--- config.mk ---
export PLATFORM = sky130hd
export DESIGN_NAME = norm_lzc_pipe
export DESIGN_NICKNAME = d
export VERILOG_FILES = /design/src/rtl/norm_lzc_pipe.sv
export SDC_FILE = /design/constraint.sdc
export NUM_CORES = 1
export LEC_CHECK = 0
export ABC_AREA = 1
export CAP_MARGIN = 20
export CORE_ASPECT_RATIO = 1.25
export CORE_MARGIN = 1
export CORE_UTILIZATION = 58
export DETAILED_ROUTE_END_ITERATION = 12
export DONT_BUFFER_PORTS = 1
export GPL_ROUTABILITY_DRIVEN = 0
export PLACE_DENSITY = 0.76
export REMOVE_ABC_BUFFERS = 1
export SYNTH_ARGS = -nofsm -noshare
export SYNTH_HDL_FRONTEND = slang
export SYNTH_SLANG_ARGS = --single-unit
--- constraint.sdc ---
create_clock -name clk -period 2.3 [get_ports clk]
set_input_delay 0.115 -clock clk [delete_from_list [all_inputs] [get_ports clk]]
set_output_delay 0.115 -clock clk [all_outputs]
set_load 0.05 [all_outputs]
--- src/rtl/norm_lzc_pipe.sv ---
`timescale 1ns/1ps
`default_nettype none
// ============================================================================
// Module      : norm_lzc_pipe
// Description : Two-stage significand normalizer. Stage 1 captures the
//               operand together with its leading-zero count; stage 2 left
//               shifts the significand, clamping the shift to the exponent
//               so the result never underflows below exponent 0.
// Revision    : 1.0 - initial release
// ============================================================================
module norm_lzc_pipe #(
  parameter int WIDTH = 24,
  parameter int EW    = 8,
  parameter int LZW   = $clog2(WIDTH + 1)
) (
  input  logic             clk,
  input  logic             rst_n,
  input  logic             in_valid,
  output logic             in_ready,
  input  logic [WIDTH-1:0] in_sig,
  input  logic [EW-1:0]    in_exp,
  output logic             out_valid,
  input  logic             out_ready,
  output logic [WIDTH-1:0] out_sig,
  output logic [EW-1:0]    out_exp,
  output logic [LZW-1:0]   out_lz,
  output logic             out_zero,
  output logic             out_uf
);

  // Common width for comparing the count against the exponent.
  localparam int c_cw = (LZW > EW) ? LZW : EW;

  logic             r_s1_valid;
  logic [WIDTH-1:0] r_s1_sig;
  logic [EW-1:0]    r_s1_exp;
  logic [LZW-1:0]   r_s1_lz;

  logic             r_s2_valid;
  logic [WIDTH-1:0] r_s2_sig;
  logic [EW-1:0]    r_s2_exp;
  logic [LZW-1:0]   r_s2_lz;
  logic             r_s2_zero;
  logic             r_s2_uf;

  logic             w_s1_move;
  logic [LZW-1:0]   w_lz;
  logic [c_cw-1:0]  w_lz_ext;
  logic [c_cw-1:0]  w_exp_ext;
  logic [c_cw-1:0]  w_shift;
  logic [WIDTH-1:0] w_n_sig;
  logic [EW-1:0]    w_n_exp;
  logic [LZW-1:0]   w_n_lz;
  logic             w_n_zero;
  logic             w_n_uf;

  // Stage 2 can take a new entry when it is empty or its result is leaving.
  assign w_s1_move = !r_s2_valid || out_ready;
  assign in_ready  = !r_s1_valid || w_s1_move;

  assign out_valid = r_s2_valid;
  assign out_sig   = r_s2_sig;
  assign out_exp   = r_s2_exp;
  assign out_lz    = r_s2_lz;
  assign out_zero  = r_s2_zero;
  assign out_uf    = r_s2_uf;

  // Leading-zero count: the highest set bit wins, all-zero gives WIDTH.
  always_comb begin
    w_lz = LZW'(WIDTH);
    for (int i = 0; i < WIDTH; i++) begin
      if (in_sig[i]) w_lz = LZW'(WIDTH - 1 - i);
    end
  end

  // Shift amount is the count, clamped to the exponent (denormal result).
  always_comb begin
    w_lz_ext  = c_cw'(r_s1_lz);
    w_exp_ext = c_cw'(r_s1_exp);
    w_shift   = '0;
    w_n_sig   = '0;
    w_n_exp   = '0;
    w_n_lz    = '0;
    w_n_zero  = 1'b0;
    w_n_uf    = 1'b0;
    if (r_s1_sig == '0) begin
      w_n_zero = 1'b1;
      w_n_lz   = LZW'(WIDTH);
    end else if (w_lz_ext <= w_exp_ext) begin
      w_shift = w_lz_ext;
      w_n_sig = r_s1_sig << w_shift;
      w_n_exp = EW'(w_exp_ext - w_lz_ext);
      w_n_lz  = LZW'(w_shift);
    end else begin
      w_shift = w_exp_ext;
      w_n_sig = r_s1_sig << w_shift;
      w_n_lz  = LZW'(w_shift);
      w_n_uf  = 1'b1;
    end
  end

  // Stage 1: capture operand and its leading-zero count.
  always_ff @(posedge clk or negedge rst_n) begin
    if (!rst_n) begin
      r_s1_valid <= 1'b0;
      r_s1_sig   <= '0;
      r_s1_exp   <= '0;
      r_s1_lz    <= '0;
    end else if (in_ready) begin
      r_s1_valid <= in_valid;
      if (in_valid) begin
        r_s1_sig <= in_sig;
        r_s1_exp <= in_exp;
        r_s1_lz  <= w_lz;
      end
    end
  end

  // Stage 2: register the normalized result; frozen while stalled.
  always_ff @(posedge clk or negedge rst_n) begin
    if (!rst_n) begin
      r_s2_valid <= 1'b0;
      r_s2_sig   <= '0;
      r_s2_exp   <= '0;
      r_s2_lz    <= '0;
      r_s2_zero  <= 1'b0;
      r_s2_uf    <= 1'b0;
    end else if (w_s1_move) begin
      r_s2_valid <= r_s1_valid;
      if (r_s1_valid) begin
        r_s2_sig  <= w_n_sig;
        r_s2_exp  <= w_n_exp;
        r_s2_lz   <= w_n_lz;
        r_s2_zero <= w_n_zero;
        r_s2_uf   <= w_n_uf;
      end
    end
  end

endmodule
`default_nettype wire
# Word-level counts from Yosys, hierarchy flattened
# Index checks and enable logic that the tools add are counted.
totals:
  regBits: 78
  latch_bits: 0
  ramBits: 0
  rom_bits: 0
  in_bits: 36
  wordCells: 54
  n_memories: 0
op_classes:
  n_addsub: 1
  mul: 0
  div: 0
  order_cmp: 1
  n_eq_ne: 0
  n_shift: 2
  n_mux: 33
  bitwise_logic: 0
  reduce_logical: 7
op_table:
  columns: ["op", "count"]
  rows:
  - ["2-to-1 mux 5 bit", 23]
  - ["2-to-1 mux 24 bit", 2]
  - ["zero test 24 bit", 1]
  - ["<< shifter 24 x 5 -> 24 bit", 1]
  - ["<< shifter 24 x 8 -> 24 bit", 1]
  - ["2-to-1 mux 8 bit", 2]
  - ["2-to-1 mux 4 bit", 3]
  - ["less-or-equal comparator 5 x 8 -> 1 bit", 1]
  - ["subtractor 8 x 5 -> 8 bit", 1]
  - ["AND reduction 2 bit", 2]
  - ["2-to-1 mux 1 bit", 3]
  - ["zero test 1 bit", 2]
  - ["logical OR 1 bit", 2]

# Longest topological paths before layout
# Gate-level depths: netlist (run 1).
depth:
  word_depth: 24
  depth_mapped: 25

# Worst setup path after synthesis (run 1)
# No wires, ideal clock.
synth_path:
  path_kind: "flip-flop to flip-flop"
  startpoint: "register r_s1_exp[0]"
  endpoint: "register r_s2_sig[18] (netlist: out_sig[18])"
  setup_ps: 122
  t_arrival_ps: 2399
  setup_slack_ps: -222
  path_stages_with_launch: 21
  n_path_buf: 2
  period_less_slack_ps: 2522
  cell_sequence: "dfrtp_1 -> inv_1 -> ha_1 -> inv_1 -> fa_1 -> a21oi_2 -> nor2_2 -> nand2_2 -> nand2_4 -> o21ai_2 -> buf_6 -> buf_6 -> nand2_1 -> o21ai_1 -> nand2_1 -> o21ai_0 -> nand2_1 -> nand2_1 -> nand2_1 -> a21oi_1 -> o21ai_1"
synth_between:
  elab_chain_cells: 3
  elab_cells_between_ends: 4
synth_rtl:
  columns: ["item", "line", "text"]
  rows:
  - ["start: declaration", "36", "logic [EW-1:0] r_s1_exp;"]
  - ["start signal: assignment", "113", "r_s1_exp <= in_exp;"]
  - ["<< shifter 24 x 8 -> 24 bit or less-or-equal comparator 5 x 8 -> 1 bit (tied branches)", "96, 89", null]
  - ["2-to-1 mux 24 bit *", "89", "end else if (w_lz_ext <= w_exp_ext) begin"]
  - ["2-to-1 mux 24 bit *", "86", "if (r_s1_sig == '0) begin"]
  - ["end signal: assignment", "131", "r_s2_sig <= w_n_sig;"]
  - ["end: declaration", "40", "logic [WIDTH-1:0] r_s2_sig;"]
# Mark *: on every way between the ends. The rest lies on a longest branch, timed or not.
# A chain may end at the register's enable or synchronous reset.

# Worst setup path in the final report (run 1)
layout_path:
  startpoint: "register r_s1_exp[0]"
  endpoint: "register r_s2_sig[23] (netlist: out_sig[23])"
# The elaborated chain is that of the path after synthesis.

==> results_dict.tcl, run 1 <==
set metrics [dict create \
    status "finished with violations" \
    violations "negative hold slack, negative setup slack" \
    rrSetupSlack_ns -0.66 \
    cp_max_fo 6 \
    regArea_sq_um 1950 \
    start_util 0.600 \
    end_kind "flip-flop" \
    period_minus_slack_ns 2.96 \
    leakage_nw 3.08 \
    synth_warnings 0 \
    final_cells 825 \
    clkLatencyLatePin_ns 0.36 \
    postLayoutCoreUtil 0.807 \
    dp.cells 758 \
    worstReg2RegStart "r_s1_exp[0]" \
    cp.arrival_ns 3.27 \
    clock_skew_ns 0.0114 \
    startpoint_type "flip-flop" \
    cts_made_buffers 9 \
    io_pins 77 \
    drt_iter0_drc 450 \
    drc 0 \
    synth_cell_types 45 \
    synthToLayoutAreaGrowth_pct 34.4 \
    setup_viol 25 \
    ys_seq_area_frac 0.415 \
    n_antenna_cell 0 \
    routed_via_density 6.10 \
    cts_tree "yes" \
    rr_endpoint "out_sig[23]" \
    grt_usage 0.322 \
    cts.clk_slew.worst_paths_ns 0.08 \
    final_cell_mix "207 x nand2_1, 77 x dfrtp_1, 64 x buf_4" \
    avgSynthCellArea_sq_um 7.52 \
    ant_nets 0 \
    p_per_area_nw_per_um2 1110 \
    vdd_drop_max_v 0.000791 \
    ctsRootBufferMaster "clkbuf_8" \
    syn_area_sq_um 4710 \
    r2r_cells 22 \
    fmax_mhz 338 \
    coreArea_sq_um 7840 \
    worst_pin_slew_ns 0.533 \
    ys.flop_type "dfrtp_1" \
    clock_sinks 78 \
    htree_levels 3 \
    maxSlewHeadroom 0.644 \
    grt_setup_unrepaired "yes" \
    path_class "reg -> reg" \
    report.final.slew_viol_count 0 \
    via_count 5030 \
    dpl.hpwl_um 8680 \
    multi_input_area_sq_um 2680 \
    die_x_um 82.6 \
    post-route-period-util 1.29 \
    netlist_instances 626 \
    grt-ovfl-total 0 \
    num_rows 36 \
    wirelength_um 15700 \
    placed_cell_area_sq_um 5150 \
    hold_slack_ns -0.00241 \
    maxCapViolCount 0 \
    die-area_sq_um 8480 \
    layout_commonest_cell "nand2_1" \
    hold_path.class "in -> reg" \
    nFillCells 456 \
    critPathCapture "out_sig[23]" \
    dieHeight_um 103 \
    worstSetupStartpoint "r_s1_exp[0]" \
    fin_ws_ns -0.662 \
    io_buffers 0 \
    grt_pass1_vias 4601 \
    ys_seq_elements 78 \
    grt_max_degree 79 \
    clock_tree.buffer_depth 2 \
    synth_edf_count 0 \
    wl_per_cell_um 19.0 \
    final_area_sq_um 6330 \
    nets 767 \
    finalHoldViolCount 1 \
    antenna_found_initial 0 \
    async_reset_ff_frac 1.00 \
    drive_gt1_frac 0.292 \
    grt_pass1_wl_um 20800 \
    cp_data_required_time_ns 2.61 \
    first_pass_iters 6 \
]
-- metal layers --
layer / vias to the layer above / global-route usage / share of wire
met5: - / 0 / 0
met4: 0 / 0.138 / 0.055
met3: 98 / 0.0602 / 0.087
met1: 2345 / 0.390 / 0.37
li1: 2239 / - / -
met2: 348 / 0.556 / 0.49
-- metrics by stage --
| step | setup TNS (ns) | power (mW) | setup WS (ns) |
|---|---|---|---|
| floorplan | -33.14 | 4.41 | -1.00 |
| global route | -16.36 | 7.37 | -0.757 |
| finish | -13.08 | 7.04 | -0.662 |
| CTS | -7.45 | 6.38 | -0.395 |
| detailed placement | -11.22 | 5.15 | -0.539 |
| global placement | -8.09 | 5.08 | -0.410 |
-- cell families (layout without fill, tap and decap cells) --
logic type	Yosys count	count (layout)	synth area share
muxes	2	2	0.00771
AOI/OAI and AO/OA	136	136	0.189
xor gates and xnor gates	4	4	0.00745
buffers and inverters	93	197	0.0920
and+or+nand+nor	307	307	0.272
adders and majority gates	6	6	0.0175
DFF	78	78	0.415
-- final cells by class --
cell class / instances / area share
clock buffers: 9 / 0.0196
clock inverters: 7 / 0.0103
inverters: 65 / 0.0413
multi-input cells: 455 / 0.424
flip-flops and latches: 78 / 0.309
well taps: 95 / 0.0188
repair buffers: 114 / 0.175
repair inverters: 2 / 0.00198
-- worst min path at each step --
stage / startpoint / end / slack [ns] / cells past startpoint
2_1_floorplan: rst_n / out_exp[0] / -0.18 / 0
3_3_place_gp: rst_n / out_sig[7] / -0.18 / 0
3_5_place_dp: rst_n / out_sig[7] / -0.18 / 0
4_1_cts: in_sig[17] / r_s1_lz[3] / 0.003 / 3
5_1_grt: in_sig[3] / r_s1_sig[3] / -0.002 / 2
6_report: in_sig[2] / r_s1_sig[2] / -0.002 / 2
-- cells in the mapped netlist, types with 5 or more instances --
master    number  area (sq um)
inv_1         57           214
o21ai_2       11          96.3
inv_2          7          26.3
clkbuf_1      13          48.8
ha_1           5          62.6
o21ai_1       30           150
nand3_1       22           110
buf_6          8          90.1
o211ai_1       8          60.1
o31ai_2        6          75.1
a21oi_1        8          40.0
dfrtp_1       78          1950
nor4_1        11          68.8
nand2_1      233           875
nor2_1        24          90.1
nand2_2        6          37.5
o21ai_0       54           270
-- sequential cells by signal, indices dropped and copies added (netlist names), 5 cells and up --
| signal | cells |
|---|---|
| out_sig | 24 |
| r_s1_sig | 24 |
| out_exp | 8 |
| r_s1_exp | 8 |
| out_lz | 5 |
| r_s1_lz | 5 |
-- worst max-delay path: stages, from the launching register on --
cell and delay, ns:
dfrtp_1 0.39, inv_2 0.08, ha_4 0.14, inv_2 0.05, fa_2 0.38, a21oi_4 0.17
nor2_2 0.06, nand2_2 0.07, nand2_4 0.09, o21ai_4 0.21, buf_12 0.15, buf_12 0.12
buf_8 0.11, nand2_2 0.05, o21ai_2 0.08, nand2_1 0.18, o21ai_2 0.13, nand2_1 0.08
o211ai_1 0.10, o21ai_1 0.10, nand2_1 0.07, nand2_1 0.05, nand2_1 0.05
-- what timing repair did --
item                                    in CTS  in global routing
setup buffers                                6                  9
endpoints found under the setup margin      26                 35
gates cloned                                 2                  3
hold endpoints to repair                   113                  0
hold buffers                                32                  0
pin swaps                                    6                 33
resized for setup                           38                 88
-- report_power, final --
part	internal [mW]	switching, mW	leakage, nW	total [mW]
logic	1.21	1.70	2.01	2.91
registers	1.74	1.37	0.971	3.11
clock network	0.493	0.526	0.0948	1.02
total	3.44	3.60	3.08	7.04
(Power assumes the default switching activity.)
==> run 2, diff against run 1 <==
CORE_UTILIZATION = 50   (was 58)
PLACE_DENSITY = 0.68   (was 0.76)
RECOVER_POWER = 100   (was not set)
==> run 2 against run 1 <==
- sequential power about the same
- via count is 2.0% lower
- the flow finishes with violations (max-capacitance violations, max-slew violations, negative setup slack)
- global-route usage shrank 3.7 points
- clock-buffer cell count up 3
- highest routed layer unchanged
- critical path type unchanged
==> results_dict.tcl, run 2 (synthesized netlist as in run 1, its figures left out) <==
set metrics [dict create \
    power_mw 7.67 \
    period_minus_slack_ns 3.00 \
    first_pass_iters 6 \
    dieHeight_um 110 \
    io_buffers 0 \
    clock_sinks 78 \
    final_cell_mix "207 x nand2_1, 78 x dfrtp_1, 67 x buf_4" \
    dp.cells 774 \
    fin_ws_ns -0.699 \
    final_cells 862 \
    post-route-period-util 1.30 \
    die_x_um 88.8 \
    dpl.hpwl_um 8590 \
    report.final.slew_viol_count 79 \
    clkLatencyLatePin_ns 0.34 \
    worst-path-stages 19 \
    setup_viol 28 \
    antenna_found_initial 0 \
    via_count 4929 \
    coreArea_sq_um 9130 \
    cp_max_fo 7 \
    maxCapViolCount 1 \
    layout_commonest_cell "nand2_1" \
    crit_path_frequent_cell "nand2_1" \
    num_rows 39 \
    placed_cell_area_sq_um 5110 \
    ctsRootBufferMaster "clkbuf_16" \
    hold_path.class "in -> reg" \
    final_area_sq_um 6650 \
    drive_gt1_frac 0.291 \
    worst_pin_slew_ns 1.70 \
    fmax_mhz 333 \
    path_cells "inv_2 > ha_4 > inv_4 > fa_2 > a21oi_2 > nor2_2 > nand2_2 > nand2_4 > buf_6 > o21ai_4 > buf_6 > buf_12 > nand2_1 > o21ai_2 > nand2_1 > nand2_1 > nand2_1 > a21oi_2 > o21ai_2" \
    grt_setup_unrepaired "yes" \
    clock_tree.buffer_depth 2 \
    grt-ovfl-total 0 \
    wirelength_um 15600 \
    cts.clk_slew.worst_paths_ns 0.06 \
    cpPeakStageDelay_ns 0.41 \
    grt_max_degree 79 \
    wl_per_cell_um 18.1 \
    io_pins 77 \
    die-area_sq_um 9810 \
    place_ws_ns -0.479 \
    ant_nets 0 \
    path_class "reg -> reg" \
    leakage_nw 3.19 \
    synthToLayoutAreaGrowth_pct 41.2 \
    drt_iter0_drc 455 \
    r2r_cells 19 \
    nets 777 \
    routed_via_density 5.72 \
    crit_buf_inv 5 \
    cp_data_required_time_ns 2.52 \
    nFillCells 622 \
    multi_input_area_sq_um 2700 \
    htree_levels 3 \
    grt_usage 0.285 \
    status "finished with violations" \
    cp.arrival_ns 3.22 \
    vdd_drop_max_v 0.000484 \
    maxSlewHeadroom -0.130 \
    grt_pass1_wl_um 21600 \
    violations "max-capacitance violations, max-slew violations, negative setup slack" \
    start_util 0.516 \
    clock_skew_ns 0.00676 \
    cts_tree "yes" \
    hold_depth 3 \
    startpoint_type "flip-flop" \
    critPathSlowestCell "dfrtp_1" \
    p_per_area_nw_per_um2 1150 \
    grt_pass1_vias 4633 \
    n_antenna_cell 0 \
    finalHoldViolCount 0 \
    cts_made_buffers 9 \
    end_kind "flip-flop" \
    regArea_sq_um 1950 \
    drc 0 \
    critPathTopFamily "compound AO/OA/AOI/OAI gates" \
]
==> run 2: timing repair <==
item / in CTS / in global routing
buffers inserted: 19 / 16
cloned: 3 / 6
endpoints found under the hold margin: 113 / 0
hold buffers: 33 / 0
endpoints found under the setup margin: 26 / 35
resized for setup: 38 / 88
pin swaps: 10 / 43
==> run 2: worst paths after layout <==
kind | from | endpoint | slack, ns
min reg2reg | r_s1_sig[19] | r_s1_sig[19] | 0.51
max in group asynchronous | rst_n | out_lz[1] | 0.48
min in group asynchronous | rst_n | out_sig[11] | 0.80
max reg2reg | r_s1_exp[0] | out_sig[18] | -0.70
min | in_sig[18] | r_s1_lz[4] | 0.01
max | r_s1_exp[0] | out_sig[18] | -0.70
==> run 2: cell type report <==
| type | instances | area share |
|---|---|---|
| Timing Repair Buffer | 125 | 0.189 |
| Sequential cell | 78 | 0.294 |
| Clock buffer | 12 | 0.0371 |
| Clock inverter | 3 | 0.0104 |
| Multi-Input combinational cell | 455 | 0.406 |
| Tap cell | 123 | 0.0232 |
| Inverter | 65 | 0.0401 |
| Timing Repair inverter | 1 | 0.000941 |
==> run 2: worst register-to-register path, cell delays in order, from the launching register on <==
cell	delay [ns]
dfrtp_1	0.41
inv_2	0.10
ha_4	0.15
inv_4	0.04
fa_2	0.35
a21oi_2	0.20
nor2_2	0.07
nand2_2	0.09
nand2_4	0.07
buf_6	0.15
o21ai_4	0.20
buf_6	0.19
buf_12	0.14
nand2_1	0.09
o21ai_2	0.14
nand2_1	0.10
nand2_1	0.08
nand2_1	0.07
a21oi_2	0.15
o21ai_2	0.09
==> run 2: per-layer routing <==
layer	wire length [um]	vias to the layer above	global-route usage	share of wire
li1	-	2253	-	-
met1	6000	2323	0.340	0.39
met2	7830	266	0.472	0.50
met3	863	87	0.0463	0.055
met4	881	0	0.169	0.057
met5	0	-	0	0
==> run 2: per-stage QoR <==
step,setup TNS [ns],util,hold WS (ns)
finish,-13.58,0.728,0.0107
global route,-16.24,0.728,0.0341
CTS,-8.98,0.669,0.00389
detailed placement,-9.86,0.560,-0.179
global placement,-8.28,0.560,-0.178
floorplan,-33.14,-,-0.181
==> run 2: where the power goes <==
part / internal (mW) / switching, mW / total (mW)
Combinational: 1.31 / 1.72 / 3.03
Clock: 0.976 / 0.548 / 1.52
Sequential: 1.74 / 1.38 / 3.12
